--- config.mk ---
export PLATFORM = sky130hd
export DESIGN_NAME = tour_cmd_seq
export DESIGN_NICKNAME = d
export VERILOG_FILES = /design/src/rtl/tour_cmd_pkg.sv /design/src/rtl/knight_move_decode.sv /design/src/rtl/tour_cmd_seq.sv
export SDC_FILE = /design/constraint.sdc
export NUM_CORES = 1
export LEC_CHECK = 0
export ABC_CLOCK_PERIOD_IN_PS = 2900
export CAP_MARGIN = 5
export CORE_ASPECT_RATIO = 1.75
export CORE_MARGIN = 8
export CORE_UTILIZATION = 41
export DETAILED_ROUTE_END_ITERATION = 8
export PLACE_DENSITY = 0.78
export SETUP_SLACK_MARGIN = 0.4
export SLEW_MARGIN = 10
export SYNTH_ARGS = -nofsm -noshare
export SYNTH_HDL_FRONTEND = slang
export SYNTH_SLANG_ARGS = --single-unit
--- constraint.sdc ---
create_clock -name clk -period 2.9 [get_ports clk]
set_input_delay 0.58 -clock clk [delete_from_list [all_inputs] [get_ports clk]]
set_output_delay 0.58 -clock clk [all_outputs]
set_load 0.1 [all_outputs]
--- src/rtl/tour_cmd_pkg.sv ---
// Shared constants, FSM state type and knight-move decode helpers for the tour command sequencer.
// Latency: n/a (package only).
// Backpressure: n/a (package only).
package tour_cmd_pkg;

  // Command opcodes carried in cmd[15:12]
  localparam logic [3:0] OP_MOV    = 4'h2;
  localparam logic [3:0] OP_MOV_FF = 4'h3;
  localparam logic [3:0] OP_ABORT  = 4'hF;

  // Headings carried in cmd[11:4]
  localparam logic [7:0] HDG_NORTH = 8'h00;
  localparam logic [7:0] HDG_SOUTH = 8'h7F;
  localparam logic [7:0] HDG_WEST  = 8'h3F;
  localparam logic [7:0] HDG_EAST  = 8'hBF;

  // Response bytes toward the UART
  localparam logic [7:0] RESP_ACK  = 8'h5A;
  localparam logic [7:0] RESP_IDLE = 8'hA5;
  localparam logic [7:0] RESP_ERR  = 8'hEE;

  typedef enum logic [2:0] {
    IDLE  = 3'd0,
    LEG1  = 3'd1,
    WAIT1 = 3'd2,
    LEG2  = 3'd3,
    WAIT2 = 3'd4
  } state_t;

  typedef struct packed {
    logic              vld;
    logic signed [2:0] dx;
    logic signed [2:0] dy;
  } move_delta_t;

  // One-hot move -> board displacement. Anything that is not exactly one
  // set bit (including all-zero) comes back with vld cleared.
  function automatic move_delta_t move_delta(input logic [7:0] mv);
    move_delta_t r;
    r.vld = 1'b1;
    r.dx  = 3'sd0;
    r.dy  = 3'sd0;
    case (mv)
      8'h01: begin r.dx =  3'sd1; r.dy =  3'sd2; end
      8'h02: begin r.dx = -3'sd1; r.dy =  3'sd2; end
      8'h04: begin r.dx = -3'sd2; r.dy =  3'sd1; end
      8'h08: begin r.dx = -3'sd2; r.dy = -3'sd1; end
      8'h10: begin r.dx = -3'sd1; r.dy = -3'sd2; end
      8'h20: begin r.dx =  3'sd1; r.dy = -3'sd2; end
      8'h40: begin r.dx =  3'sd2; r.dy = -3'sd1; end
      8'h80: begin r.dx =  3'sd2; r.dy =  3'sd1; end
      default: r.vld = 1'b0;
    endcase
    return r;
  endfunction

  // Magnitude of a displacement as a 4-bit square count
  function automatic logic [3:0] delta_mag(input logic signed [2:0] v);
    logic [2:0] a;
    a = v[2] ? 3'(-v) : 3'(v);
    return {1'b0, a};
  endfunction

endpackage

--- src/rtl/knight_move_decode.sv ---
// Turns a one-hot knight move into its vertical and horizontal command words.
// Latency: purely combinational, zero cycles.
// Backpressure: none; output follows input.
//   move     in  8   one-hot move
//   vert_cmd out 16  vertical leg command (opcode reflects leg order)
//   horz_cmd out 16  horizontal leg command (opcode reflects leg order)
//   vld      out 1   move was exactly one-hot
module knight_move_decode
  import tour_cmd_pkg::*;
#(
  parameter bit VERT_FIRST = 1'b1
) (
  input  logic [7:0]  move,
  output logic [15:0] vert_cmd,
  output logic [15:0] horz_cmd,
  output logic        vld
);

  move_delta_t d;
  logic [3:0]  v_op;
  logic [3:0]  h_op;
  logic [7:0]  v_hdg;
  logic [7:0]  h_hdg;

  always_comb begin
    d     = move_delta(move);
    vld   = d.vld;
    // The leg issued first is a plain move; the second one closes the
    // L-shape and carries the fanfare opcode.
    v_op  = VERT_FIRST ? OP_MOV : OP_MOV_FF;
    h_op  = VERT_FIRST ? OP_MOV_FF : OP_MOV;
    v_hdg = d.dy[2] ? HDG_SOUTH : HDG_NORTH;
    h_hdg = d.dx[2] ? HDG_WEST : HDG_EAST;
    vert_cmd = {v_op, v_hdg, delta_mag(d.dy)};
    horz_cmd = {h_op, h_hdg, delta_mag(d.dx)};
  end

endmodule

--- src/rtl/tour_cmd_seq.sv ---
// Knight's-tour command sequencer: replays solver moves as L-shaped command pairs to cmd_proc.
// Latency: UART pass-through is combinational; each leg raises cmd_rdy one cycle after the leg starts.
// Backpressure: a leg is held until clr_cmd_rdy, the next leg waits for send_resp from cmd_proc.
// Optional build macro TOUR_CMD_SEQ_ABORT_EN: a UART command with opcode 4'hF aborts a running tour.
//   clk, rst                 clock, synchronous active-high reset
//   start_tour     in  1     solver pulse: move list ready
//   move           in  8     one-hot move at mv_indx
//   mv_indx        out IDX_W index of the current move
//   cmd_UART       in  16    / cmd_rdy_UART in 1  : command from UART_wrapper
//   cmd            out 16    / cmd_rdy      out 1 : muxed command to cmd_proc
//   clr_cmd_rdy    in  1     cmd_proc consumed cmd
//   send_resp      in  1     cmd_proc finished current leg
//   resp           out 8     response byte to UART
//   usurp          out 1     sequencer owns the command path
//   tour_done      out 1     one-cycle pulse after the final leg
module tour_cmd_seq
  import tour_cmd_pkg::*;
#(
  parameter  int BOARD_SIZE = 5,
  parameter  bit VERT_FIRST = 1'b1,
  localparam int NUM_MOVES  = BOARD_SIZE * BOARD_SIZE - 1,
  localparam int IDX_W      = $clog2(NUM_MOVES)
) (
  input  logic             clk,
  input  logic             rst,
  input  logic             start_tour,
  input  logic [7:0]       move,
  output logic [IDX_W-1:0] mv_indx,
  input  logic [15:0]      cmd_UART,
  input  logic             cmd_rdy_UART,
  output logic [15:0]      cmd,
  output logic             cmd_rdy,
  input  logic             clr_cmd_rdy,
  input  logic             send_resp,
  output logic [7:0]       resp,
  output logic             usurp,
  output logic             tour_done
);

  localparam logic [IDX_W-1:0] LAST_IDX = IDX_W'(NUM_MOVES - 1);

  state_t           state_q, state_d;
  logic [IDX_W-1:0] mv_indx_q, mv_indx_d;
  logic             usurp_q, usurp_d;
  logic             tour_done_q, tour_done_d;
  logic             cmd_rdy_q, cmd_rdy_d;
  logic [7:0]       leg_q, leg_d;

  logic [7:0]  dec_move;
  logic [15:0] vert_cmd;
  logic [15:0] horz_cmd;
  logic        dec_vld;
  logic [15:0] first_cmd;
  logic [15:0] second_cmd;
  logic [15:0] seq_cmd;
  logic        clr_ok;
  logic        send_ok;

  // While the first leg is pending the decoder looks straight at solver
  // memory; afterwards it looks at the captured move so the second leg is
  // independent of whatever the memory presents later.
  always_comb begin
    dec_move = (state_q == LEG1) ? move : leg_q;
  end

  knight_move_decode #(
    .VERT_FIRST (VERT_FIRST)
  ) u_decode (
    .move     (dec_move),
    .vert_cmd (vert_cmd),
    .horz_cmd (horz_cmd),
    .vld      (dec_vld)
  );

  always_comb begin
    first_cmd  = VERT_FIRST ? vert_cmd : horz_cmd;
    second_cmd = VERT_FIRST ? horz_cmd : vert_cmd;
    seq_cmd    = ((state_q == LEG1) || (state_q == WAIT1)) ? first_cmd : second_cmd;
  end

  always_comb begin
    state_d     = state_q;
    mv_indx_d   = mv_indx_q;
    usurp_d     = usurp_q;
    tour_done_d = 1'b0;
    cmd_rdy_d   = cmd_rdy_q;
    leg_d       = leg_q;
    resp        = RESP_IDLE;

    // A consume is only meaningful once cmd_rdy is visible; a completion
    // arriving together with a consume is dropped.
    clr_ok  = clr_cmd_rdy && cmd_rdy_q;
    send_ok = send_resp && !clr_cmd_rdy;

    case (state_q)
      IDLE: begin
        if (start_tour) begin
          mv_indx_d = '0;
          usurp_d   = 1'b1;
          state_d   = LEG1;
        end
      end
      LEG1: begin
        if (!dec_vld) begin
          resp      = RESP_ERR;
          usurp_d   = 1'b0;
          cmd_rdy_d = 1'b0;
          state_d   = IDLE;
        end else if (clr_ok) begin
          cmd_rdy_d = 1'b0;
          leg_d     = move;
          state_d   = WAIT1;
        end else begin
          cmd_rdy_d = 1'b1;
        end
      end
      WAIT1: begin
        if (send_ok) begin
          state_d = LEG2;
        end
      end
      LEG2: begin
        if (clr_ok) begin
          cmd_rdy_d = 1'b0;
          state_d   = WAIT2;
        end else begin
          cmd_rdy_d = 1'b1;
        end
      end
      WAIT2: begin
        if (send_ok) begin
          if (mv_indx_q == LAST_IDX) begin
            tour_done_d = 1'b1;
            usurp_d     = 1'b0;
            state_d     = IDLE;
          end else begin
            resp      = RESP_ACK;
            mv_indx_d = mv_indx_q + IDX_W'(1);
            state_d   = LEG1;
          end
        end
      end
      default: begin
        state_d   = IDLE;
        usurp_d   = 1'b0;
        cmd_rdy_d = 1'b0;
      end
    endcase

`ifdef TOUR_CMD_SEQ_ABORT_EN
    // Abort wins over any leg in flight; cmd_proc completes its current
    // move on its own, so nothing here waits for it.
    if (usurp_q && cmd_rdy_UART && (cmd_UART[15:12] == OP_ABORT)) begin
      resp        = RESP_ERR;
      usurp_d     = 1'b0;
      cmd_rdy_d   = 1'b0;
      tour_done_d = 1'b0;
      state_d     = IDLE;
    end
`endif
  end

  always_ff @(posedge clk) begin
    if (rst) begin
      state_q     <= IDLE;
      mv_indx_q   <= '0;
      usurp_q     <= 1'b0;
      tour_done_q <= 1'b0;
      cmd_rdy_q   <= 1'b0;
      leg_q       <= '0;
    end else begin
      state_q     <= state_d;
      mv_indx_q   <= mv_indx_d;
      usurp_q     <= usurp_d;
      tour_done_q <= tour_done_d;
      cmd_rdy_q   <= cmd_rdy_d;
      leg_q       <= leg_d;
    end
  end

  // Outside a tour the UART owns the path with no added latency.
  always_comb begin
    cmd     = usurp_q ? seq_cmd : cmd_UART;
    cmd_rdy = usurp_q ? cmd_rdy_q : cmd_rdy_UART;
  end

  assign mv_indx   = mv_indx_q;
  assign usurp     = usurp_q;
  assign tour_done = tour_done_q;

endmodule

==> Flow_metrics.wiki, run 1 <==
{| class="wikitable"
! Metric !! Value
|-
| Outcome || complete, but fails checks
|-
| Half-perimeter wire length after placement || 5150 um
|-
| Core outline area || 4030 sq um
|-
| Classification of the worst setup path || in -> out
|-
| IO Port Bufs || between 60 and 70
|-
| Clock Tree Buf Depth || 2
|-
| H-tree levels || 1
|-
| Leading cell types by total area after synthesis || dfxtp_1 (22%), nor2_1 (7.5%), xor2_1 (6.2%), a21oi_1 (4.4%), nand2_1 (4.2%)
|-
| Setup repair after global routing missed its margin || true
|-
| Layout cell share with drive strength beyond 1 || 50.0%
|-
| Arrival @ worst endpoint || about 2.7 ns
|-
| Crit. path cell count || 8
|-
| DRT Pass-1 Iters || 4
|-
| Fraction of registers with async set/reset || 0%
|-
| Via count of the first global-routing pass || between 2000 and 2500
|-
| Number of distinct standard cells referenced by the synthesized netlist || 62
|-
| Total count of hold-check failures in the final report || 0
|-
| Final cycle utilization of the critical path || 114%
|-
| Hold depth || 2
|-
| Power share of the combinational group || a little under 60%
|-
| Register-to-Register Path Depth || 9
|-
| Placer Congestion || 0.997
|-
| Share of power burned in the clock network || around 17%
|-
| Synth top area share || 22.5%
|-
| Net count after synthesis || between 200 and 300
|-
| Clock tree skew after final layout || roughly 0.004 ns
|-
| Sequential fraction of design power || 24.8%
|-
| Count of max-cap constraint violations || 0
|-
| Critical path startpoint category || input pin
|-
| Overall overflow remaining after global route || 0
|-
| Crit path buffers/inverters || 2
|-
| Post-synthesis adder-cell area fraction || 2.22%
|-
| Switching power as a share of total power || 45.2%
|-
| TritonCTS Buffers || 3
|-
| Dominant cell type by area after synthesis || dfxtp_1
|-
| Data required time at the worst endpoint || ~2.3 ns
|-
| Synthesized flop and latch total || 19
|-
| VDD IR-drop max || ~0.33 mV
|-
| Count of warnings emitted by yosys || 0
|-
| Chip Width || 64.6 um
|-
| Fmax || 302 MHz
|-
| Xor and xnor fraction of the mapped netlist area || around 8.8%
|-
| Number of vias per cell || 5.84
|-
| Total Die Area || 6520 sq um
|-
| Switching power || 505 uW
|-
| Number of synthesized flops with an enable pin || 0
|-
| Synthesized instance count || 224
|-
| Count of vias placed by the detailed router || 2270
|-
| Post-route worst setup slack || -0.413 ns
|-
| Slew headroom || 57.8%
|-
| Diodes inserted || 0
|-
| Final setup violation count || 14
|-
| Area of the mapped netlist || 1690 sq um
|-
| Remaining routing DRC violations || 0
|-
| Type of the tightest min-delay check || reg -> reg
|-
| Share of the yosys chip area belonging to registers || between 20% and 30%
|-
| Height of the die || 101 um
|-
| Max stage delay on crit path || 0.47 ns
|-
| Detail Route Antenna Nets || 0
|-
| FILL cells || 227
|-
| Multiplexer share of the synthesized area || 1.48%
|-
| Total area of sequential cells || 402 sq um
|-
| Initial antenna violation count || 0
|-
| Cell chain of the critical path || buf_6 > or2_4 > or4_4 > o41a_1 > and2_4 > ha_4 > a221o_4 > buf_12
|-
| Clock root buffer || clkbuf_8
|-
| Number of rows created at floorplan || 31
|-
| Largest family of logic cells by synthesized area || simple AND/OR/NAND/NOR gates
|-
| Mean routed wirelength per cell || 19.5 um
|-
| Post-synthesis share of cell area spent on and, or, nand and nor gates || 33.7%
|-
| Synthesis-to-finish area growth || 101%
|-
| Worst skew pair latency || 0.26 ns
|-
| Setup crit end kind || primary output
|-
| Initial Utilization || 41.9%
|-
| Layout Nets || roughly 370
|-
| Compound-cell area share of the yosys netlist || 25.6%
|-
| Total length of routed wires || approximately 7600 um
|-
| Boundary Pins || 62
|-
| Top-count cell post-synth || nor2_1
|-
| Area used by multi-input combinational logic || 1520 sq um
|-
| Internal Dissipation || 612 uW
|-
| TritonCTS Sinks || 19
|-
| Total Routing Usage GR || 21.6%
|-
| Static leakage power || 0.00139 uW
|-
| Cell with the largest stage delay on the worst path || o41a_1
|-
| TritonCTS clock tree || yes
|-
| Drt first-iter violations || 124
|-
| Pin slew with the least headroom to its limit || 0.631 ns
|-
| Power density cells || 328 nW/um^2
|-
| Final core utilization || 84.5%
|-
| Final worst path period need || 3.31 ns
|-
| Maximum number of pins on one net before global-route repair || 18
|-
| Placement Setup Slack || -0.774 ns
|-
| Post-synthesis area per instance || 7.55 sq um
|-
| Top fanout value on the critical path || 2
|-
| Crit path max-delay family || simple AND/OR/NAND/NOR gates
|-
| Global-route wire length before repair || 11300 um
|-
| Number of max-slew violations in the final report || 0
|-
| Top flip-flop cell by instance count after synthesis || dfxtp_1
|-
| Commonest cells in the netlist || nor2_1 (34), dfxtp_1 (19), nand2_1 (19)
|-
| Failing checks || setup timing
|-
| Clock-pin slew reported for the worst setup and hold paths after clock tree synthesis || 0.07 ns
|}
[final timing paths]
path	startpoint	end	slack, ns
worst max-delay path	move[7]	cmd[1]	-0.41
worst min-delay path	mv_indx[1]	mv_indx[1]	0.52
worst max register to register	state_q[2]	cmd_rdy_q	0.76
worst min register to register	mv_indx[1]	mv_indx[1]	0.52
[cell usage in the layout, fill, tap and decap left out, types with 5 or more instances in the layout]
master	n
a31oi_1	5
o21ai_0	10
dfxtp_2	5
nor2_1	21
buf_6	22
dfxtp_1	10
nor2_4	11
buf_4	54
clkdlybuf4s50_1	19
nand2_1	17
nand3_1	11
a21oi_1	14
xor2_1	11
buf_12	23
buf_2	5
nand3b_1	8
[worst reg2reg max path, cell delays in order, from the launching register on]
cell and delay (ns):
dfxtp_2 0.33, buf_6 0.12, nor3b_4 0.24, nand4b_1 0.20, a311oi_2 0.39, mux2i_2 0.20
buf_4 0.18, buf_6 0.11, buf_4 0.14, a41oi_2 0.18
[repair_timing]
| action | in CTS | in global routing |
|---|---|---|
| setup endpoints to repair | 18 | 18 |
| gates resized for setup | 67 | 12 |
| hold buffers | 0 | 0 |
| setup buffers | 23 | 7 |
| pin swaps | 18 | 16 |
[registers in the layout, indices dropped and copies added (netlist names)]
signal	cells
cmd_rdy_q	1
leg_q	8
mv_indx	5
state_q	3
tour_done	1
usurp	1
[power by group through the flow]
| stage | clock [uW] | combinational, uW | sequential (uW) |
|---|---|---|---|
| global placement | 0 | 598 | 282 |
| detailed placement | 0 | 605 | 282 |
| finish | 192 | 648 | 276 |
| global route | 206 | 668 | 278 |
| CTS | 195 | 634 | 276 |
| floorplan | 0 | 363 | 299 |
[per-stage QoR]
step	setup TNS, ns	hold WS (ns)	total power [uW]	std cells	instance area, sq um
3_5_place_dp	-4.68	0.510	887	355	2970
6_report	-1.93	0.521	1120	389	3410
5_1_grt	-2.72	0.542	1150	389	3410
4_1_cts	-0.781	0.523	1110	382	3330
2_1_floorplan	-1.58	0.493	662	224	1950
3_3_place_gp	-4.31	0.489	880	355	2970
[cells by family after synthesis]
logic type	count (synthesis)
and+or+nand+nor	107
buffers and inverters	17
adders and majority gates	3
DFF	19
muxes	2
xor gates and xnor gates	17
AOI/OAI and AO/OA	59
[routing by layer]
| layer | GRT usage (%) | up-vias | wire length, um |
|---|---|---|---|
| met5 | 0 | - | 0 |
| met4 | 14.7 | 0 | 519 |
| met3 | 3.23 | 47 | 370 |
| met2 | 41.9 | 108 | 4350 |
| met1 | 19.5 | 1068 | 2350 |
| li1 | - | 1047 | - |
[layout make-up]
| type | instances | share of cell area, % |
|---|---|---|
| Multi-Input combinational cell | 188 | 44.7 |
| Timing Repair Buffer | 125 | 39.7 |
| Sequential cell | 19 | 11.8 |
| Tap cell | 49 | 1.80 |
| Clock buffer | 3 | 1.21 |
| Inverter | 4 | 0.551 |
| Clock inverter | 1 | 0.184 |
Power figures use the tool's default switching activity.
==> run 2, diff against run 1 <==
--- a/config.mk
+++ b/config.mk
@@ -5,13 +5,14 @@
 export SDC_FILE = /design/constraint.sdc
 export NUM_CORES = 1
 export LEC_CHECK = 0
+export ABC_AREA = 1
 export ABC_CLOCK_PERIOD_IN_PS = 2900
 export CAP_MARGIN = 5
 export CORE_ASPECT_RATIO = 1.75
 export CORE_MARGIN = 8
-export CORE_UTILIZATION = 41
+export CORE_UTILIZATION = 34
 export DETAILED_ROUTE_END_ITERATION = 8
-export PLACE_DENSITY = 0.78
+export PLACE_DENSITY = 0.66
 export SETUP_SLACK_MARGIN = 0.4
 export SLEW_MARGIN = 10
 export SYNTH_ARGS = -nofsm -noshare
==> run 2 against run 1 <==
Against the previous run: the flow still finishes with violations (setup timing); die area rose by 17%; via count fell by 9.1%; count of clock-buffer cells in the layout rose by 1; final cell count rose by 8.7%; setup slack improved by 0.18 ns; sequential share of layout area rose by 1.2 points; sequential cell count did not move; synthesized area rose by 1.3%; clock power fell by 4%; largest cell class unchanged; highest routed layer unchanged.
==> Flow_metrics.wiki, run 2 <==
{| class="wikitable"
! Metric !! Value
|-
| Share of the yosys chip area belonging to registers || 22.2%
|-
| Commonest cells after routing, fill and taps aside || nand2_1 (61), buf_4 (38), inv_1 (37)
|-
| Global-route wire length before repair || 8640 um
|-
| Number of distinct standard cells referenced by the synthesized netlist || 35
|-
| Number of synthesized flops with an enable pin || 0
|-
| Total placed cells including tap cells || 405
|-
| Clock-pin slew reported for the worst setup and hold paths after clock tree synthesis || 0.07 ns
|-
| Count of warnings emitted by yosys || 0
|-
| Total Die Area || 7650 sq um
|-
| Share of power burned in the clock network || 4.6%
|-
| Detail Route Antenna Nets || 0
|-
| Classification of the worst setup path || reg -> out
|-
| DRT Pass-1 Iters || 4
|-
| Total Routing Usage GR || between 10 and 15%
|-
| Area used by multi-input combinational logic || 1350 sq um
|-
| Clock root buffer || clkbuf_8
|-
| Layout Nets || 403
|-
| Worst skew pair latency || around 0.25 ns
|-
| Top fanout value on the critical path || 6
|-
| Final cycle utilization of the critical path || 108%
|-
| Filler-free cell count of the finished design || about 420
|-
| Count of vias placed by the detailed router || 2064
|-
| Post-route total power || 3990 uW
|-
| Area of the mapped netlist || 1710 sq um
|-
| Data required time at the worst endpoint || 2.32 ns
|-
| Core outline area || 4930 sq um
|-
| Power density cells || roughly 1300 nW/um^2
|-
| Diodes inserted || 0
|-
| Synth top area share || 22.2%
|-
| Pin slew with the least headroom to its limit || about 0.48 ns
|-
| Count of max-cap constraint violations || 0
|-
| Total count of hold-check failures in the final report || 0
|-
| Leading cell types by total area after synthesis || dfxtp_1 (22%), nand2_1 (18%), inv_1 (8.8%), nor2_1 (5.7%), nand3_1 (5.6%)
|-
| Setup crit end kind || primary output
|-
| Arrival @ worst endpoint || 2.55 ns
|-
| Chip Width || 69.7 um
|-
| Total Neg Setup Slack || -0.737 ns
|-
| Mean routed wirelength per cell || 12.9 um
|-
| Setup repair after global routing missed its margin || true
|-
| Remaining routing DRC violations || 0
|-
| Power share of the combinational group || approximately 86%
|-
| FILL cells || ~440
|-
| Initial antenna violation count || 0
|-
| Slew headroom || approximately 68%
|-
| Largest register FFs || 8
|-
| Register-to-Register Path Depth || 16
|-
| Clock tree skew after final layout || 0.00555 ns
|-
| Post-synthesis area per instance || 6.10 sq um
|-
| VDD IR-drop max || 0.986 mV
|-
| Number of max-slew violations in the final report || 0
|-
| Overall overflow remaining after global route || 0
|-
| Register name with the most flops || leg_q
|-
| Synthesis-to-finish area growth || 83.3%
|-
| Sequential fraction of design power || 9.5%
|-
| Maximum number of pins on one net before global-route repair || 19
|-
| Leading cell type in the layout, fill and taps excluded || nand2_1
|-
| Top flip-flop cell by instance count after synthesis || dfxtp_1
|-
| Finished Cell Area || 3140 sq um
|-
| Initial Utilization || 34.7%
|-
| Drt first-iter violations || 67
|-
| TritonCTS Buffers || 3
|-
| Static leakage power || 0.00146 uW
|-
| Crit Reg-Reg Startpoint || state_q[0]
|-
| Final setup violation count || 12
|-
| Total area of sequential cells || between 400 and 500 sq um
|-
| Hold depth || 2
|-
| Failing checks || setup timing
|-
| Worst hold endpoint || leg_q[4]
|-
| Half-perimeter wire length after placement || 4290 um
|-
| Placer Congestion || 0.881
|-
| Synthesized flop and latch total || 19
|-
| Type of the tightest min-delay check || reg -> reg
|-
| Placed cell area || 2820 sq um
|-
| Layout cell share with drive strength beyond 1 || 42.0%
|-
| TritonCTS Sinks || 19
|-
| Dominant cell type by area after synthesis || dfxtp_1
|-
| Fmax || 319 MHz
|-
| Height of the die || 110 um
|-
| Number of vias per cell || 4.88
|-
| Synthesized instance count || 281
|-
| Critical path startpoint category || register
|-
| Final worst path period need || 3.13 ns
|-
| Hold path startpoint || leg_q[4]
|-
| Net count after synthesis || approximately 310
|-
| TritonCTS clock tree || yes
|-
| Internal Dissipation || between 1500 and 2000 uW
|-
| Hold WS || about 0.47 ns
|-
| IO Port Bufs || 61
|-
| Clock Tree Buf Depth || 2
|-
| Commonest cells in the netlist || nand2_1 (82), inv_1 (40), nor2_1 (26)
|-
| Via count of the first global-routing pass || 1997
|-
| Switching power || 2310 uW
|-
| Boundary Pins || 62
|-
| Endpoint of the most critical register-to-register path || leg_q[1]
|-
| Top-count cell post-synth || nand2_1
|-
| H-tree levels || 1
|-
| Switching power as a share of total power || 57.9%
|-
| Outcome || complete, but fails checks
|-
| Post-route worst setup slack || -0.234 ns
|-
| Total length of routed wires || ~5500 um
|-
| Fraction of registers with async set/reset || 0%
|-
| Number of rows created at floorplan || 34
|-
| Flop-to-flop setup slack || 0.67 ns
|}
run 2: cell count changes after synthesis, sizes merged, moves of 3 or more:
cell / delta
xnor2: -5
or3: -3
a31oi: -5
inv: +42
nand3: +11
or2: -3
xor2: -12
nand4b: -3
nand2: +71
nand3b: -3
clkbuf: -3
nor2b: -5
o22a: -3
run 2: final cells by class:
type	instances	area share (%)
Multi-Input combinational cell	205	43.0
Timing Repair Buffer	95	34.5
Sequential cell	19	13.0
Inverter	46	5.94
Tap cell	54	2.15
Clock buffer	4	1.43
run 2: worst max-delay path by stage:
stage,startpoint,slack (ns),cells past startpoint,endpoint
global route,state_q[0],-0.37,18,cmd[1]
finish,state_q[0],-0.23,16,cmd[1]
global placement,move[0],-0.34,15,cmd[1]
CTS,state_q[0],-0.21,16,cmd[1]
detailed placement,move[1],-0.38,14,cmd[1]
floorplan,mv_indx[0],-0.69,9,resp[3]
run 2: kinds of logic after synthesis:
group,after synthesis,share of synthesized area (%)
AOI/OAI and AO/OA,36,12.9
buffers and inverters,57,15.3
adders and majority gates,3,2.19
DFF,19,22.2
and+or+nand+nor,166,47.3
run 2: critical path, cell delays in order, from the launching register on:
cell and delay [ns]:
dfxtp_4 0.39, inv_4 0.04, nor2_4 0.17, buf_4 0.15
nand3_1 0.07, nand2_2 0.11, nand2_4 0.08, inv_4 0.08
nand2_4 0.08, o21ai_4 0.18, nor2_2 0.06, ha_1 0.26
o21ai_1 0.07, nand2_1 0.11, a21boi_4 0.23, nand2_8 0.06
buf_12 0.16
run 2: stage by stage:
| stage | utilization [%] | worst slack (ns) |
|---|---|---|
| global placement | 57.2 | -0.337 |
| finish | 63.6 | -0.234 |
| detailed placement | 57.2 | -0.379 |
| floorplan | - | -0.688 |
| CTS | 61.0 | -0.210 |
| global route | 63.6 | -0.371 |
run 2: metal layers:
layer	GRT usage (%)	share of wire, %	vias up
met5	0	0	-
met4	3.03	0.81	0
met3	2.71	5.1	6
met2	26.9	57	56
met1	12.5	37	933
li1	-	-	1069
run 2: power by group through the flow:
stage	registers [uW]	clock network, uW	logic [uW]
finish	378	184	3420
global route	389	200	3610
CTS	378	190	3240
detailed placement	384	0	3030
global placement	383	0	3000
floorplan	486	0	2040
run 2: what timing repair did:
action / in CTS / in global routing
endpoints found under the setup margin: 16 / 19
pin swaps: 21 / 18
hold buffers: 0 / 0
gates resized for setup: 33 / 21
setup buffers: 8 / 6
